File: src/rtl/multicycle_controller_if.sv
// Control bundle between the multicycle RV32I controller and its datapath.
// The datapath supplies the instruction fields, the ALU flags and the memory
// ready strobe. The controller returns every datapath enable and mux select.
//   master : controller side (drives the controls, reads IR fields and flags)
//   slave  : datapath side  (drives IR fields and flags, reads the controls)
// ALUCTRL_W sets the ALUControl width. It must match the controller's parameter.
interface multicycle_controller_if #(
  parameter int ALUCTRL_W = 4
);
  // datapath -> controller
  logic [6:0]           op;
  logic [2:0]           funct3;
  logic                 funct7b5;
  logic                 Zero;
  logic                 Lt;
  logic                 Ltu;
  logic                 mem_ready;
  // controller -> datapath
  logic                 mem_req;
  logic                 PCWrite;
  logic                 AdrSrc;
  logic                 MemWrite;
  logic                 IRWrite;
  logic [1:0]           ResultSrc;
  logic [1:0]           ALUSrcA;
  logic [1:0]           ALUSrcB;
  logic                 RegWrite;
  logic [2:0]           ImmSrc;
  logic [ALUCTRL_W-1:0] ALUControl;
  logic                 illegal_instr;

  modport master (
    input  op, funct3, funct7b5, Zero, Lt, Ltu, mem_ready,
    output mem_req, PCWrite, AdrSrc, MemWrite, IRWrite, ResultSrc,
           ALUSrcA, ALUSrcB, RegWrite, ImmSrc, ALUControl, illegal_instr
  );

  modport slave (
    output op, funct3, funct7b5, Zero, Lt, Ltu, mem_ready,
    input  mem_req, PCWrite, AdrSrc, MemWrite, IRWrite, ResultSrc,
           ALUSrcA, ALUSrcB, RegWrite, ImmSrc, ALUControl, illegal_instr
  );
endinterface

File: src/rtl/multicycle_controller.sv
// Sequencing controller for a multicycle RV32I core. The datapath shares one
// memory port and one ALU between fetch and data access.
// Ports:
//   clk    rising-edge clock
//   reset  asynchronous, active-high; returns the FSM to FETCH
//   ctl    multicycle_controller_if.master, which carries IR fields, ALU
//          flags, mem_ready and all datapath controls
// The state register is the only storage. Controls are a Moore decode of the
// state. ImmSrc and the EXEC ALU operation also decode combinationally from
// the IR fields.
// MEM_HANDSHAKE=0 ignores mem_ready, so every access takes one cycle.
module multicycle_controller #(
  parameter bit MEM_HANDSHAKE = 1'b1,
  parameter int ALUCTRL_W     = 4
) (
  input  logic                   clk,
  input  logic                   reset,
  multicycle_controller_if.master ctl
);

  typedef enum logic [3:0] {
    FETCH   = 4'd0,
    DECODE  = 4'd1,
    MEMADR  = 4'd2,
    MEMREAD = 4'd3,
    MEMWB   = 4'd4,
    MEMWR   = 4'd5,
    EXECR   = 4'd6,
    EXECI   = 4'd7,
    ALUWB   = 4'd8,
    BRANCH  = 4'd9,
    JAL     = 4'd10,
    JALR    = 4'd11,
    LUI     = 4'd12,
    AUIPC   = 4'd13,
    ILLEGAL = 4'd14
  } state_t;

  localparam logic [6:0] OP_LOAD   = 7'b0000011;
  localparam logic [6:0] OP_STORE  = 7'b0100011;
  localparam logic [6:0] OP_REG    = 7'b0110011;
  localparam logic [6:0] OP_IMM    = 7'b0010011;
  localparam logic [6:0] OP_BRANCH = 7'b1100011;
  localparam logic [6:0] OP_JAL    = 7'b1101111;
  localparam logic [6:0] OP_JALR   = 7'b1100111;
  localparam logic [6:0] OP_LUI    = 7'b0110111;
  localparam logic [6:0] OP_AUIPC  = 7'b0010111;

  localparam logic [3:0] ALU_ADD  = 4'b0000;
  localparam logic [3:0] ALU_SUB  = 4'b0001;
  localparam logic [3:0] ALU_AND  = 4'b0010;
  localparam logic [3:0] ALU_OR   = 4'b0011;
  localparam logic [3:0] ALU_XOR  = 4'b0100;
  localparam logic [3:0] ALU_SLT  = 4'b0101;
  localparam logic [3:0] ALU_SLTU = 4'b0110;
  localparam logic [3:0] ALU_SLL  = 4'b0111;
  localparam logic [3:0] ALU_SRL  = 4'b1000;
  localparam logic [3:0] ALU_SRA  = 4'b1001;

  // ALU operation for R/I-type. SUB exists only for register forms.
  function automatic logic [3:0] alu_decode(input logic [2:0] f3,
                                            input logic       op5,
                                            input logic       f7b5);
    case (f3)
      3'b000:  alu_decode = (op5 & f7b5) ? ALU_SUB : ALU_ADD;
      3'b001:  alu_decode = ALU_SLL;
      3'b010:  alu_decode = ALU_SLT;
      3'b011:  alu_decode = ALU_SLTU;
      3'b100:  alu_decode = ALU_XOR;
      3'b101:  alu_decode = f7b5 ? ALU_SRA : ALU_SRL;
      3'b110:  alu_decode = ALU_OR;
      3'b111:  alu_decode = ALU_AND;
      default: alu_decode = ALU_ADD;
    endcase
  endfunction

  // Branch condition from the ALU flags. Reserved funct3 values never take.
  function automatic logic branch_taken(input logic [2:0] f3,
                                        input logic       z,
                                        input logic       lt,
                                        input logic       ltu);
    case (f3)
      3'b000:  branch_taken = z;
      3'b001:  branch_taken = ~z;
      3'b100:  branch_taken = lt;
      3'b101:  branch_taken = ~lt;
      3'b110:  branch_taken = ltu;
      3'b111:  branch_taken = ~ltu;
      default: branch_taken = 1'b0;
    endcase
  endfunction

  // Immediate format selected by opcode.
  function automatic logic [2:0] imm_select(input logic [6:0] opc);
    case (opc)
      OP_STORE:          imm_select = 3'b001;
      OP_BRANCH:         imm_select = 3'b010;
      OP_JAL:            imm_select = 3'b011;
      OP_LUI, OP_AUIPC:  imm_select = 3'b100;
      default:           imm_select = 3'b000;
    endcase
  endfunction

  state_t     state_r;
  state_t     next_state_s;
  logic       ready_s;
  logic       mem_req_s;
  logic       pc_write_s;
  logic       adr_src_s;
  logic       mem_write_s;
  logic       ir_write_s;
  logic [1:0] result_src_s;
  logic [1:0] alu_src_a_s;
  logic [1:0] alu_src_b_s;
  logic       reg_write_s;
  logic       illegal_s;
  logic [3:0] alu_op_s;

  assign ready_s = MEM_HANDSHAKE ? ctl.mem_ready : 1'b1;

  // State register; reset abandons any instruction in flight.
  always_ff @(posedge clk or posedge reset) begin
    if (reset) begin
      state_r <= FETCH;
    end else begin
      state_r <= next_state_s;
    end
  end

  // Next-state sequencing.
  always_comb begin
    next_state_s = FETCH;
    case (state_r)
      FETCH:   next_state_s = ready_s ? DECODE : FETCH;
      DECODE: begin
        case (ctl.op)
          OP_LOAD, OP_STORE: next_state_s = MEMADR;
          OP_REG:            next_state_s = EXECR;
          OP_IMM:            next_state_s = EXECI;
          OP_BRANCH:         next_state_s = BRANCH;
          OP_JAL:            next_state_s = JAL;
          OP_JALR:           next_state_s = JALR;
          OP_LUI:            next_state_s = LUI;
          OP_AUIPC:          next_state_s = AUIPC;
          default:           next_state_s = ILLEGAL;
        endcase
      end
      // op[5] separates a store (0100011) from a load (0000011).
      MEMADR:  next_state_s = ctl.op[5] ? MEMWR : MEMREAD;
      MEMREAD: next_state_s = ready_s ? MEMWB : MEMREAD;
      MEMWB:   next_state_s = FETCH;
      MEMWR:   next_state_s = ready_s ? FETCH : MEMWR;
      EXECR:   next_state_s = ALUWB;
      EXECI:   next_state_s = ALUWB;
      ALUWB:   next_state_s = FETCH;
      BRANCH:  next_state_s = FETCH;
      JAL:     next_state_s = ALUWB;
      JALR:    next_state_s = JAL;
      LUI:     next_state_s = ALUWB;
      AUIPC:   next_state_s = ALUWB;
      ILLEGAL: next_state_s = FETCH;
      default: next_state_s = FETCH;
    endcase
  end

  // Moore control decode of the current state.
  always_comb begin
    mem_req_s    = 1'b0;
    pc_write_s   = 1'b0;
    adr_src_s    = 1'b0;
    mem_write_s  = 1'b0;
    ir_write_s   = 1'b0;
    result_src_s = 2'b00;
    alu_src_a_s  = 2'b00;
    alu_src_b_s  = 2'b00;
    reg_write_s  = 1'b0;
    illegal_s    = 1'b0;
    alu_op_s     = ALU_ADD;
    case (state_r)
      FETCH: begin
        mem_req_s    = 1'b1;
        alu_src_b_s  = 2'b10;
        result_src_s = 2'b10;
        ir_write_s   = ready_s;
        pc_write_s   = ready_s;
      end
      DECODE: begin
        // Precompute the PC-relative target into ALUOut.
        alu_src_a_s = 2'b01;
        alu_src_b_s = 2'b01;
      end
      MEMADR: begin
        alu_src_a_s = 2'b10;
        alu_src_b_s = 2'b01;
      end
      MEMREAD: begin
        mem_req_s = 1'b1;
        adr_src_s = 1'b1;
      end
      MEMWB: begin
        result_src_s = 2'b01;
        reg_write_s  = 1'b1;
      end
      MEMWR: begin
        mem_req_s   = 1'b1;
        adr_src_s   = 1'b1;
        mem_write_s = 1'b1;
      end
      EXECR: begin
        alu_src_a_s = 2'b10;
        alu_op_s    = alu_decode(ctl.funct3, ctl.op[5], ctl.funct7b5);
      end
      EXECI: begin
        alu_src_a_s = 2'b10;
        alu_src_b_s = 2'b01;
        alu_op_s    = alu_decode(ctl.funct3, ctl.op[5], ctl.funct7b5);
      end
      ALUWB: begin
        reg_write_s = 1'b1;
      end
      BRANCH: begin
        alu_src_a_s = 2'b10;
        alu_op_s    = ALU_SUB;
        pc_write_s  = branch_taken(ctl.funct3, ctl.Zero, ctl.Lt, ctl.Ltu);
        illegal_s   = (ctl.funct3[2:1] == 2'b01);
      end
      JAL: begin
        // PC <- ALUOut. The ALU forms OldPC+4 for the link write in ALUWB.
        alu_src_a_s = 2'b01;
        alu_src_b_s = 2'b10;
        pc_write_s  = 1'b1;
      end
      JALR: begin
        // The target goes straight to PC. JAL then sets PC again from the
        // ALUOut copy of the same target while it forms the link value.
        alu_src_a_s  = 2'b10;
        alu_src_b_s  = 2'b01;
        result_src_s = 2'b10;
        pc_write_s   = 1'b1;
      end
      LUI: begin
        alu_src_a_s = 2'b11;
        alu_src_b_s = 2'b01;
      end
      AUIPC: begin
        alu_src_a_s = 2'b01;
        alu_src_b_s = 2'b01;
      end
      ILLEGAL: begin
        illegal_s = 1'b1;
      end
      default: begin
        illegal_s = 1'b0;
      end
    endcase
  end

  // Enables are forced low while reset is held so nothing commits.
  assign ctl.mem_req       = mem_req_s;
  assign ctl.PCWrite       = pc_write_s  & ~reset;
  assign ctl.AdrSrc        = adr_src_s;
  assign ctl.MemWrite      = mem_write_s & ~reset;
  assign ctl.IRWrite       = ir_write_s  & ~reset;
  assign ctl.ResultSrc     = result_src_s;
  assign ctl.ALUSrcA       = alu_src_a_s;
  assign ctl.ALUSrcB       = alu_src_b_s;
  assign ctl.RegWrite      = reg_write_s & ~reset;
  assign ctl.illegal_instr = illegal_s   & ~reset;
  assign ctl.ImmSrc        = imm_select(ctl.op);
  assign ctl.ALUControl    = ALUCTRL_W'(alu_op_s);

endmodule

File: src/flat_wrapper.sv
// flat-port wrapper written by rule: the top's interface ports become plain ports
module multicycle_controller_flat 
#(
  parameter bit MEM_HANDSHAKE = 1'b1,
  parameter int ALUCTRL_W     = 4
)
  (clk, reset, ctl_op, ctl_funct3, ctl_funct7b5, ctl_Zero, ctl_Lt, ctl_Ltu, ctl_mem_ready, ctl_mem_req, ctl_PCWrite, ctl_AdrSrc, ctl_MemWrite, ctl_IRWrite, ctl_ResultSrc, ctl_ALUSrcA, ctl_ALUSrcB, ctl_RegWrite, ctl_ImmSrc, ctl_ALUControl, ctl_illegal_instr);
  multicycle_controller_if #(.ALUCTRL_W(ALUCTRL_W)) ctl_i ();
  input  logic clk;
  input  logic reset;
  input wire logic [$bits(ctl_i.op)-1:0] ctl_op;
  input wire logic [$bits(ctl_i.funct3)-1:0] ctl_funct3;
  input wire logic [$bits(ctl_i.funct7b5)-1:0] ctl_funct7b5;
  input wire logic [$bits(ctl_i.Zero)-1:0] ctl_Zero;
  input wire logic [$bits(ctl_i.Lt)-1:0] ctl_Lt;
  input wire logic [$bits(ctl_i.Ltu)-1:0] ctl_Ltu;
  input wire logic [$bits(ctl_i.mem_ready)-1:0] ctl_mem_ready;
  output wire logic [$bits(ctl_i.mem_req)-1:0] ctl_mem_req;
  output wire logic [$bits(ctl_i.PCWrite)-1:0] ctl_PCWrite;
  output wire logic [$bits(ctl_i.AdrSrc)-1:0] ctl_AdrSrc;
  output wire logic [$bits(ctl_i.MemWrite)-1:0] ctl_MemWrite;
  output wire logic [$bits(ctl_i.IRWrite)-1:0] ctl_IRWrite;
  output wire logic [$bits(ctl_i.ResultSrc)-1:0] ctl_ResultSrc;
  output wire logic [$bits(ctl_i.ALUSrcA)-1:0] ctl_ALUSrcA;
  output wire logic [$bits(ctl_i.ALUSrcB)-1:0] ctl_ALUSrcB;
  output wire logic [$bits(ctl_i.RegWrite)-1:0] ctl_RegWrite;
  output wire logic [$bits(ctl_i.ImmSrc)-1:0] ctl_ImmSrc;
  output wire logic [$bits(ctl_i.ALUControl)-1:0] ctl_ALUControl;
  output wire logic [$bits(ctl_i.illegal_instr)-1:0] ctl_illegal_instr;
  assign ctl_i.op = ctl_op;
  assign ctl_i.funct3 = ctl_funct3;
  assign ctl_i.funct7b5 = ctl_funct7b5;
  assign ctl_i.Zero = ctl_Zero;
  assign ctl_i.Lt = ctl_Lt;
  assign ctl_i.Ltu = ctl_Ltu;
  assign ctl_i.mem_ready = ctl_mem_ready;
  assign ctl_mem_req = ctl_i.mem_req;
  assign ctl_PCWrite = ctl_i.PCWrite;
  assign ctl_AdrSrc = ctl_i.AdrSrc;
  assign ctl_MemWrite = ctl_i.MemWrite;
  assign ctl_IRWrite = ctl_i.IRWrite;
  assign ctl_ResultSrc = ctl_i.ResultSrc;
  assign ctl_ALUSrcA = ctl_i.ALUSrcA;
  assign ctl_ALUSrcB = ctl_i.ALUSrcB;
  assign ctl_RegWrite = ctl_i.RegWrite;
  assign ctl_ImmSrc = ctl_i.ImmSrc;
  assign ctl_ALUControl = ctl_i.ALUControl;
  assign ctl_illegal_instr = ctl_i.illegal_instr;
  multicycle_controller #(.MEM_HANDSHAKE(MEM_HANDSHAKE), .ALUCTRL_W(ALUCTRL_W)) u_core (.clk(clk), .reset(reset), .ctl(ctl_i));
endmodule
File: config.mk
export PLATFORM = sky130hd
export DESIGN_NAME = multicycle_controller_flat
export DESIGN_NICKNAME = d
export VERILOG_FILES = /design/src/rtl/multicycle_controller_if.sv /design/src/rtl/multicycle_controller.sv /design/src/flat_wrapper.sv
export SDC_FILE = /design/constraint.sdc
export NUM_CORES = 1
export LEC_CHECK = 0
export ABC_AREA = 1
export CORE_AREA = 2 2 44 46
export CTS_BUF_LIST = sky130_fd_sc_hd__clkbuf_8
export DETAILED_ROUTE_END_ITERATION = 7
export DIE_AREA = 0 0 46 48
export PLACE_DENSITY_LB_ADDON = 0.2
export SLEW_MARGIN = 20
export SYNTH_ARGS = -nofsm -noshare
export SYNTH_HDL_FRONTEND = slang
export SYNTH_SLANG_ARGS = --single-unit
File: constraint.sdc
create_clock -name clk -period 2.02 [get_ports clk]
set_input_delay 0.404 -clock clk [delete_from_list [all_inputs] [get_ports clk]]
set_output_delay 0.404 -clock clk [all_outputs]
set_load 0.02 [all_outputs]
==> run_results.csv <==
group,metric,value,unit
yosys,synth_top_family_by_area,"simple AND/OR/NAND/NOR gates",
yosys,synth_adder_area_share,0,%
drt,drc,0,
power_and_ir_drop,seqPwrFrac,12.0,%
clocking,cts-htree-levels,1,
layout,nNetsFinal,222,
power_and_ir_drop,p_switching,0.624,mW
power_and_ir_drop,p_int,0.623,mW
timing,min_period,1.96,ns
floorplanning,rows,15,
layout,fin_cells,220,
layout,regMostFlops,"u_core.state_r",
clocking,cts_tree,"built",
floorplanning,start_util,43.4,%
yosys,synthXorXnorAreaFrac,0,%
clocking,clock_sinks,4,
timing,min_period_over_period,96.8,%
yosys,syn_inst,140,
floorplanning,core,1690,um^2
global_routing,grt_overflow_total,0,
timing,max_freq,511,MHz
layout,fillerInstances,139,
yosys,ys_types,21,
placed_design,portBuffers,36,
global_routing,grt_pass1_wl,4130,um
global_routing,grt_pass1_vias,1049,
timing,holdWs,0.603,ns
placed_design,dp.cells,217,
yosys,synth_top_area_share,22.0,%
timing,slew_violations,0,
floorplanning,ios,37,
global_routing,antenna_found_initial,0,
layout,antennaDiodeCount,0,
clocking,post_cts_buffers,0,
yosys,synth_area_per_cell,5.24,um^2
flow_run,maxCapViolations,0,
run_status,status,"finished, final reports clean",
drt,first_pass_iters,4,
yosys,synthesis.nets,157,
clocking,cts-root-buf,"clkbuf_8",
layout,mostFrequentLayoutCell,"nand2_1",
critical_path,slowest_stage,"dfrtp_1",
layout,reg_top3,"u_core.state_r (4)",
min_path,hold_class,"in2async",
clocking,tritoncts.num_buffers,3,
clocking,cts_hold_buf,0,
timing,clock_skew,0.00448,ns
power_and_ir_drop,switching_share,50.0,%
critical_path,end_kind,"output pin",
drt,drt-initial-drc-count,15,
clocking,clkLatencyLatePin,0.22,ns
power_and_ir_drop,leakage,0.745,nW
yosys,synth_top_area_cell,"nand2_1",
layout,multi_input_area,520,um^2
layout,layout_common_cells,"43 x nand2_1, 27 x buf_4, 18 x nor2_1, 17 x inv_1, 12 x clkdlybuf4s50_1",
placed_design,hpwl,2020,um
floorplanning,dieArea,2210,um^2
critical_path,crit_fanout,6,
power_and_ir_drop,clkPwrFrac,14.0,%
critical_path,cp-start-kind,"flop",
timing,setup_viol,0,
critical_path,path_common_cell,"nor2_1",
critical_path,cp_cell_sequence,"nor2_1, inv_2, nor2_1, nor2_1, nand3_1, clkdlybuf4s15_1",
yosys,synth_seq_cells,4,
timing,slew_headroom,82.3,%
global_routing,grt_max_degree,9,
layout,largest_reg_flops,4,
drt,wl,2500,um
power_and_ir_drop,pwr_density_cell,981,nW/um^2
timing,hold_viol,0,
power_and_ir_drop,ir_drop,0.631,mV
yosys,ys_top_cells_by_area,"nand2_1 22%, dfrtp_1 14%, inv_1 9.7%, nor2_1 9.2%, nand3_1 6.1%",
timing,tightest_slew,0.265,ns
floorplanning,die_x,46,um
layout,register_area,100,um^2
global_routing,grtUsageTotal,26.6,%
yosys,yosysSeqAreaShare,13.7,%
critical_path,worst-setup-path-type,"reg2out",
drt,num_vias,1084,
placed_design,gp_congestion,0.898,
drt,routedWlPerCell,11.4,um
layout,post-route-util,75.3,%
clocking,clockBufferDepth,2,
critical_path,worstPathArrival,1.55,ns
layout,layout-drive-gt1-share,32.5,%
critical_path,cp_data_required_time,1.62,ns
timing,rsz0062_at_grt,"true",
power_and_ir_drop,p_comb_share,74.0,%
drt,antenna_left,0,
critical_path,cpPeakStageDelay,0.46,ns
layout,areaGrowthSynthToFinish,73.4,%
floorplanning,die_h,48,um
yosys,muxShareOfSynthArea,0,%
clocking,clk_pin_slew_worst_paths,0.03,ns
yosys,ys_warn_count,0,
yosys,syn_area,733,um^2
yosys,synth_compound_area_share,12.6,%
drt,via_per_inst,4.93,
yosys,synth-simple-area-share,57.7,%
==> synth_stat cells <==
library cell,count
nand2_1,43
inv_1,19
nor2_1,18
inv_2,9
nand3_1,9
a21oi_1,7
nor2_2,5
dfrtp_1,4
nand4_1,4
nor3_1,4
o21ai_0,4
nor2_4,3
a31oi_1,2
o2111ai_1,2
buf_2,1
buf_4,1
nand3b_1,1
nor3_4,1
o211ai_1,1
or2_1,1
or2_4,1
==> stage by stage <==
step	worst slack [ns]	area, um^2	power (mW)	TNS [ns]
after floorplan	0.322	733	0.681	0
after global placement	-0.554	1300	1.15	-3.50
after detailed placement	-0.607	1300	1.16	-3.76
after CTS	0.0123	1310	1.26	0
after global routing	-0.0644	1270	1.34	-0.0714
final	0.0649	1270	1.25	0
==> metal layers <==
| metal | up-vias | GRT usage [%] | wire (um) |
|---|---|---|---|
| met5 | - | 0 | 0 |
| met4 | 0 | 12.0 | 54 |
| met3 | 6 | 6.04 | 104 |
| met2 | 37 | 49.4 | 1310 |
| met1 | 472 | 28.4 | 1040 |
| li1 | 569 | - | - |
==> layout make-up <==
cell class                 instances  share of cell area (%)
clock buffer                       3                    3.25
inverter                          28                    8.27
multi-input combinational        106                    40.9
sequential                         4                    7.87
tap                               17                    1.67
timing repair buffer              62                    38.0
==> logic make-up after synthesis <==
group,count (synthesis)
compound gates,16
buf+inv,30
flops,4
simple gates,90
==> critical path, delay by kind of cell (launching register included) <==
| family | cells | cell delay, ns |
|---|---|---|
| buffers and inverters | 2 | 0.39 |
| flip-flops | 1 | 0.46 |
| AND/OR/NAND/NOR | 4 | 0.50 |
==> repair_timing <==
| item | 4_1_cts | 5_1_grt |
|---|---|---|
| setup endpoints to repair | 20 | 14 |
| resized for setup | 42 | 24 |
| pin swaps | 1 | 0 |
| endpoints found under the hold margin | 0 | 0 |
==> power by group through the flow <==
stage,sequential [mW],combinational (mW),clock (mW)
5_1_grt,0.154,1.00,0.184
3_3_place_gp,0.148,0.998,0
4_1_cts,0.149,0.935,0.181
2_1_floorplan,0.135,0.546,0
3_5_place_dp,0.150,1.01,0
6_report,0.150,0.923,0.174
==> worst paths after layout <==
kind | start | endpoint | slack, ns | depth (start not counted)
worst max-delay path | u_core.state_r[1] | ctl_ALUSrcA[1] | 0.06 | 6
worst min-delay path | reset | u_core.state_r[3] | 0.60 | 3
worst max register to register | u_core.state_r[1] | u_core.state_r[3] | 0.67 | 6
worst min register to register | u_core.state_r[0] | u_core.state_r[0] | 0.79 | 4
max in group asynchronous | reset | u_core.state_r[1] | 1.31 | 3
min in group clk | ctl_op[4] | u_core.state_r[2] | 0.74 | 7
Note: power is estimated with default switching activity, not from simulation.
